File: src/rtl/display_pkg.sv
// ----------------------------------------------------------------------------
// display_pkg: shared types, channel indices and bit-offset helpers
// Rev 1.0
// ----------------------------------------------------------------------------
`default_nettype none

package display_pkg;

  typedef enum logic [0:0] {
    ST_CAPTURE = 1'b0,
    ST_FLUSH   = 1'b1
  } state_e;

  localparam int c_ch_red   = 0;
  localparam int c_ch_green = 1;
  localparam int c_ch_blue  = 2;
  localparam int c_channels = c_ch_blue + 1;

  function automatic int rgb_offset(input int seg, input int ch);
    return c_channels * seg + ch;
  endfunction

  function automatic int pixel_offset(input int seg, input int ch, input int cw);
    return cw * rgb_offset(seg, ch);
  endfunction

endpackage

`default_nettype wire

File: src/rtl/display_count_decoder.sv
// ----------------------------------------------------------------------------
// display_count_decoder: enabled-period count to channel value (n -> n-1, sat)
// Rev 1.0
// ----------------------------------------------------------------------------
`default_nettype none

module display_count_decoder #(
  parameter int CYCLEWIDTH = 8
) (
  input  logic [CYCLEWIDTH:0]   count_i,
  output logic [CYCLEWIDTH-1:0] value_o
);

  localparam logic [CYCLEWIDTH:0] c_max = {1'b0, {CYCLEWIDTH{1'b1}}};

  logic [CYCLEWIDTH:0] w_dec;

  always_comb begin
    w_dec = (count_i == '0) ? '0 : count_i - (CYCLEWIDTH + 1)'(1);
    if (w_dec > c_max) w_dec = c_max;
    value_o = w_dec[CYCLEWIDTH-1:0];
  end

endmodule

`default_nettype wire

File: src/rtl/display_receiver.sv
// ----------------------------------------------------------------------------
// display_receiver: decodes the latched row/column panel stream into frame-buffer words
// Rev 1.0
// ----------------------------------------------------------------------------
`default_nettype none

module display_receiver
  import display_pkg::*;
#(
  parameter int SEGMENTS   = 1,
  parameter int ROWS       = 8,
  parameter int COLUMNS    = 32,
  parameter int CYCLEWIDTH = 8
) (
  input  logic                               clk,
  input  logic                               rst,
  input  logic [3*SEGMENTS-1:0]              rgb_in,
  input  logic                               oclk_in,
  input  logic                               lat_in,
  input  logic                               oe_in,
  input  logic [$clog2(ROWS)-1:0]            row_in,
  output logic                               wr_valid,
  input  logic                               wr_ready,
  output logic [$clog2(ROWS)-1:0]            wr_row,
  output logic [$clog2(COLUMNS)-1:0]         wr_column,
  output logic [CYCLEWIDTH*3*SEGMENTS-1:0]   wr_pixel,
  output logic                               row_complete,
  output logic                               frame_complete,
  output logic                               overrun,
  output logic                               overflow
);

  localparam int c_pix = c_channels * SEGMENTS;
  localparam int c_rw  = $clog2(ROWS);
  localparam int c_cw  = $clog2(COLUMNS);
  localparam int c_iw  = $clog2(COLUMNS + 1);
  localparam logic [CYCLEWIDTH:0] c_acc_max = (CYCLEWIDTH + 1)'(1) << CYCLEWIDTH;

  logic [c_pix-1:0]      rgb_q;
  logic                  oclk_q, oclk_p_q, lat_q, lat_p_q, oe_q, oe_p_q;
  logic [c_rw-1:0]       row_q, cur_row_q, wr_row_q;
  logic [c_iw-1:0]       col_idx_q;
  logic [c_cw-1:0]       wr_column_q;
  logic [c_pix-1:0]      slots_q [COLUMNS];
  logic [c_pix-1:0]      disp_q  [COLUMNS];
  logic [CYCLEWIDTH:0]   acc_q   [COLUMNS][c_pix];
  state_e                state_q;
  logic                  dirty_q, wr_valid_q;
  logic                  row_complete_q, frame_complete_q, overrun_q, overflow_q;

  logic w_oclk_rise, w_lat_rise, w_oe_rise;

  assign w_oclk_rise = oclk_q & ~oclk_p_q;
  assign w_lat_rise  = lat_q & ~lat_p_q;
  assign w_oe_rise   = oe_q & ~oe_p_q;

  always_ff @(posedge clk) begin
    if (rst) begin
      rgb_q    <= '0;
      row_q    <= '0;
      oclk_q   <= 1'b0;
      oclk_p_q <= 1'b0;
      lat_q    <= 1'b0;
      lat_p_q  <= 1'b0;
      oe_q     <= 1'b0;
      oe_p_q   <= 1'b0;
    end else begin
      rgb_q    <= rgb_in;
      row_q    <= row_in;
      oclk_q   <= oclk_in;
      oclk_p_q <= oclk_q;
      lat_q    <= lat_in;
      lat_p_q  <= lat_q;
      oe_q     <= oe_in;
      oe_p_q   <= oe_q;
    end
  end

  always_ff @(posedge clk) begin
    if (rst) begin
      state_q          <= ST_CAPTURE;
      col_idx_q        <= '0;
      cur_row_q        <= '0;
      dirty_q          <= 1'b0;
      wr_valid_q       <= 1'b0;
      wr_row_q         <= '0;
      wr_column_q      <= '0;
      row_complete_q   <= 1'b0;
      frame_complete_q <= 1'b0;
      overrun_q        <= 1'b0;
      overflow_q       <= 1'b0;
      for (int c = 0; c < COLUMNS; c++) begin
        slots_q[c] <= '0;
        disp_q[c]  <= '0;
        for (int p = 0; p < c_pix; p++) acc_q[c][p] <= '0;
      end
    end else begin
      row_complete_q   <= 1'b0;
      frame_complete_q <= 1'b0;
      overrun_q        <= 1'b0;
      overflow_q       <= 1'b0;

      case (state_q)
        ST_CAPTURE: begin
          if (w_oe_rise) begin
            for (int c = 0; c < COLUMNS; c++)
              for (int p = 0; p < c_pix; p++)
                if (disp_q[c][p] && acc_q[c][p] != c_acc_max)
                  acc_q[c][p] <= acc_q[c][p] + (CYCLEWIDTH + 1)'(1);
          end
          if (row_q != cur_row_q) begin
            if (dirty_q) begin
              state_q     <= ST_FLUSH;
              wr_valid_q  <= 1'b1;
              wr_row_q    <= cur_row_q;
              wr_column_q <= '0;
            end else begin
              cur_row_q <= row_q;
            end
          end
        end
        ST_FLUSH: begin
          if (w_oe_rise) overrun_q <= 1'b1;
          if (wr_ready) begin
            for (int p = 0; p < c_pix; p++) acc_q[wr_column_q][p] <= '0;
            if (wr_column_q == c_cw'(COLUMNS - 1)) begin
              state_q          <= ST_CAPTURE;
              wr_valid_q       <= 1'b0;
              wr_column_q      <= '0;
              dirty_q          <= 1'b0;
              row_complete_q   <= 1'b1;
              frame_complete_q <= (wr_row_q == c_rw'(ROWS - 1));
            end else begin
              wr_column_q <= wr_column_q + c_cw'(1);
            end
          end
        end
        default: state_q <= ST_CAPTURE;
      endcase

      // Latch copies the old slots first, so a coincident shift lands in slot 0 of the new load.
      if (w_lat_rise) begin
        disp_q    <= slots_q;
        col_idx_q <= '0;
        dirty_q   <= 1'b1;
        cur_row_q <= row_q;
      end
      if (w_oclk_rise) begin
        if (w_lat_rise) begin
          slots_q[0] <= rgb_q;
          col_idx_q  <= c_iw'(1);
        end else if (col_idx_q == c_iw'(COLUMNS)) begin
          overflow_q <= 1'b1;
        end else begin
          slots_q[col_idx_q[c_cw-1:0]] <= rgb_q;
          col_idx_q                    <= col_idx_q + c_iw'(1);
        end
      end
    end
  end

  logic [CYCLEWIDTH:0] w_count [c_pix];

  for (genvar p = 0; p < c_pix; p++) begin : g_dec
    localparam int c_lo = pixel_offset(p / c_channels, p % c_channels, CYCLEWIDTH);
    assign w_count[p] = wr_valid_q ? acc_q[wr_column_q][p] : '0;
    display_count_decoder #(
      .CYCLEWIDTH(CYCLEWIDTH)
    ) u_dec (
      .count_i(w_count[p]),
      .value_o(wr_pixel[c_lo +: CYCLEWIDTH])
    );
  end

  assign wr_valid       = wr_valid_q;
  assign wr_row         = wr_row_q;
  assign wr_column      = wr_column_q;
  assign row_complete   = row_complete_q;
  assign frame_complete = frame_complete_q;
  assign overrun        = overrun_q;
  assign overflow       = overflow_q;

endmodule

`default_nettype wire

File: config.mk
export PLATFORM = sky130hd
export DESIGN_NAME = display_receiver
export DESIGN_NICKNAME = d
export VERILOG_FILES = /design/src/rtl/display_pkg.sv /design/src/rtl/display_count_decoder.sv /design/src/rtl/display_receiver.sv
export SDC_FILE = /design/constraint.sdc
export NUM_CORES = 2
export LEC_CHECK = 0
export CAP_MARGIN = 30
export CORE_MARGIN = 1
export CORE_UTILIZATION = 40
export DETAILED_ROUTE_END_ITERATION = 10
export GPL_TIMING_DRIVEN = 0
export SLEW_MARGIN = 20
export SYNTH_ARGS = -nofsm -noshare
export SYNTH_HDL_FRONTEND = slang
export SYNTH_SLANG_ARGS = --single-unit
export TNS_END_PERCENT = 10
File: constraint.sdc
create_clock -name clk -period 7.25 [get_ports clk]
set_clock_uncertainty 0.2 [all_clocks]
set_input_delay 0.725 -clock clk [delete_from_list [all_inputs] [get_ports clk]]
set_output_delay 0.725 -clock clk [all_outputs]
set_load 0.05 [all_outputs]
==> results.cfg <==
[clock_tree]
clockBufferDepth = 3
numCtsBuffers = 115
root_buffer = clkbuf_16
numClockSinks = 1097
clkTransAtPathRegs_ns = 0.06
clock_latency_ns = 0.76
cts_tree = yes
hold_buffers = 0
htreeDepth = 3
post_cts.repair.setup_buffers = 0

[worst_setup_path]
crit_chain = buf_6, buf_6, buf_2, buf_2, mux4_2, a22oi_1, nand3_1, nand2_1, ha_1, inv_1, a221oi_2, nand4_2, mux2i_4, o21ai_1, clkdlybuf4s50_1
r2r_setup_slack_ns = 2.75
cp-start-kind = flop
worstSetupPathType = flop to output pin
end_kind = output pin
r2r_start = state_q
r2r_cells = 8
critPathMaxStageDelay_ns = 0.95
required_ns = 6.32
r2r-end = acc_q[11][10]
crit_buf_inv = 6
arrival_ns = 6.29
crit_path_top_delay_cell = clkdlybuf4s50_1
critPathTopFamily = buffers and inverters
critPathMaxFanout = 10

[power]
cellPowerDensity_nw_per_um2 = 202
peakVddDrop_v = 0.000183
p_leak_nw = 21.8

[floorplanning]
num_rows = 137
die-width_um = 378
initial_utilization = 0.404
ios = 49
core-area_um2 = 140000
dieArea_um2 = 143000
die_h_um = 378

[layout]
nets = 6830
drive_gt1_frac = 0.0772
area_delta_synth_final_pct = 12.7
layout_common_cells = dfxtp_1 (1,097), nor2_1 (946), nand2_1 (782), xor2_1 (606), nand3_1 (384)
regArea_um2 = 22000
final_core_util = 0.455
final_common_cell = dfxtp_1
multi_input_area_um2 = 32200
fillers = 13634

[sta]
worst_pin_slew_ns = 1.14
final_max_slew_viol_count = 0
final_hold_viol_count = 0
max_clock_freq_ghz = 0.139
fin_tns_setup_ns = 0
slew_headroom = 0.240
setup_viol_count_final = 0
final.period_utilization = 0.995
holdWs_ns = 0.250
worst_slack_ns = 0.0383
period_minus_slack_ns = 7.21

[worst_hold_path]
hold_depth = 2
hold_class = flop to flop
hold_start = slots_q[1]
min_to = disp_q[1]

[synthesis]
syn_area_per_cell_um2 = 8.78
synth_top_family_by_area = simple AND/OR/NAND/NOR gates
synth_cell_type_count = 63
syn_area_um2 = 56400
synth_edf_count = 0
yosysWarnings = 0
synthMuxAreaShare = 0.105
synth_seq_cells = 1097
ys_seq_area_frac = 0.389
netlist_instances = 6426
yosys.area_share.simple = 0.232
synth_nets = 6645
yosys.area_share.xor_xnor = 0.114
synth_async_sr_flop_share = 0
synth-adder-area-share = 0.0459
synth_compound_area_frac = 0.0722
synth_ff_type = dfxtp_1

[global_routing]
grt_pass1_vias = 44773
grt_pass1_wl_um = 312000
gr-total-overflow = 0
antenna_found_initial = 13
grt_max_degree = 17
grtUsageTotal = 0.303

[flow_run]
drv_cap = 0

[route]
vias = 49722
drt-initial-drc-count = 6093
viasPerCell = 5.79
drt_first_pass_iters = 6
finalWirelength_um = 220000
drc_errors = 0
ant_nets = 0
wl_per_cell_um = 25.6

[placement]
place_ws_ns = 0.491
place.gp.congestion = 1.08
dpl.hpwl_um = 167000
portBuffers = 48

[status]
status = finished clean
==> worst min-delay path: stages (launching register included) <==
cell and delay [ns]:
dfxtp_1 0.31, nand2_1 0.05, a21oi_1 0.05
==> cells in the mapped netlist (all sizes together), types with 43 or more instances <==
cell | count | share of area
dfxtp | 1097 | 0.39
nor2 | 946 | 0.063
nand2 | 782 | 0.052
xor2 | 606 | 0.094
nand3 | 384 | 0.034
a21oi | 316 | 0.028
nand4 | 258 | 0.029
inv | 257 | 0.017
clkbuf | 241 | 0.016
mux4 | 216 | 0.086
ha | 207 | 0.046
o21ai | 149 | 0.013
xnor2 | 128 | 0.020
mux2i | 104 | 0.019
and3 | 91 | 0.010
and2 | 80 | 0.0089
buf | 70 | 0.0081
nor3 | 63 | 0.0056
a22oi | 53 | 0.0073
or3 | 50 | 0.0055
or4 | 47 | 0.0063
o41a | 46 | 0.0092
nor4 | 43 | 0.0048
==> worst max path at each step <==
stage	cells after the start	slack [ns]	to
floorplan	14	3.10	wr_pixel[6]
global placement	12	0.22	wr_pixel[22]
detailed placement	13	0.49	wr_pixel[22]
CTS	14	0.03	wr_pixel[7]
global route	14	-0.004	wr_pixel[0]
finish	15	0.04	wr_pixel[0]
==> power breakdown <==
| part | switching [W] | internal [W] |
|---|---|---|
| clock | 0.00269 | 0.00367 |
| combinational | 0.000345 | 0.0000746 |
| sequential | 0.00000914 | 0.00603 |
| total | 0.00305 | 0.00978 |
==> logic make-up after synthesis <==
logic type / Yosys count
AO/OA/AOI/OAI: 661
XOR/XNOR: 734
adder cells (fa/ha/maj): 207
buffers and inverters: 568
flip-flops: 1097
multiplexers: 321
AND/OR/NAND/NOR: 2838
==> stage by stage <==
step | total power, W | std cells | cell area (um^2)
3_3_place_gp | 0.00656 | 8350 | 59200
5_1_grt | 0.0131 | 8585 | 63600
6_report | 0.0128 | 8593 | 63600
4_1_cts | 0.0128 | 8580 | 63500
2_1_floorplan | 0.00636 | 6426 | 56400
3_5_place_dp | 0.00658 | 8365 | 59500
==> sequential cells by signal, summed over array words and instances, names as in the netlist, 3 cells and up, named ones only <==
name	count
cur_row_q	3
row_q	3
wr_column	5
slots_q	96
wr_row	3
col_idx_q	6
acc_q	864
disp_q	96
rgb_q	3
==> cell type report <==
type / count / share of cell area
Sequential cell: 1097 / 0.345
Tap cell: 1876 / 0.0369
Antenna cell: 8 / 0.000315
Multi-Input combinational cell: 4761 / 0.506
Clock buffer: 167 / 0.0526
Clock inverter: 48 / 0.0104
Timing Repair Buffer: 68 / 0.0117
Inverter: 257 / 0.0152
Buffer: 311 / 0.0219
==> repair_timing <==
action | in CTS | in global routing
resized for setup | 6 | 6
pin swaps | 0 | 0
hold endpoints to repair | 0 | 0
setup endpoints to repair | 24 | 13
==> routing by layer <==
metal,vias up,global-route usage,part of all wire
li1,22642,-,-
met1,24133,0.419,0.42
met2,2465,0.417,0.40
met3,476,0.0901,0.12
met4,6,0.164,0.058
met5,-,0.00377,0.00015
(Power assumes the default switching activity.)
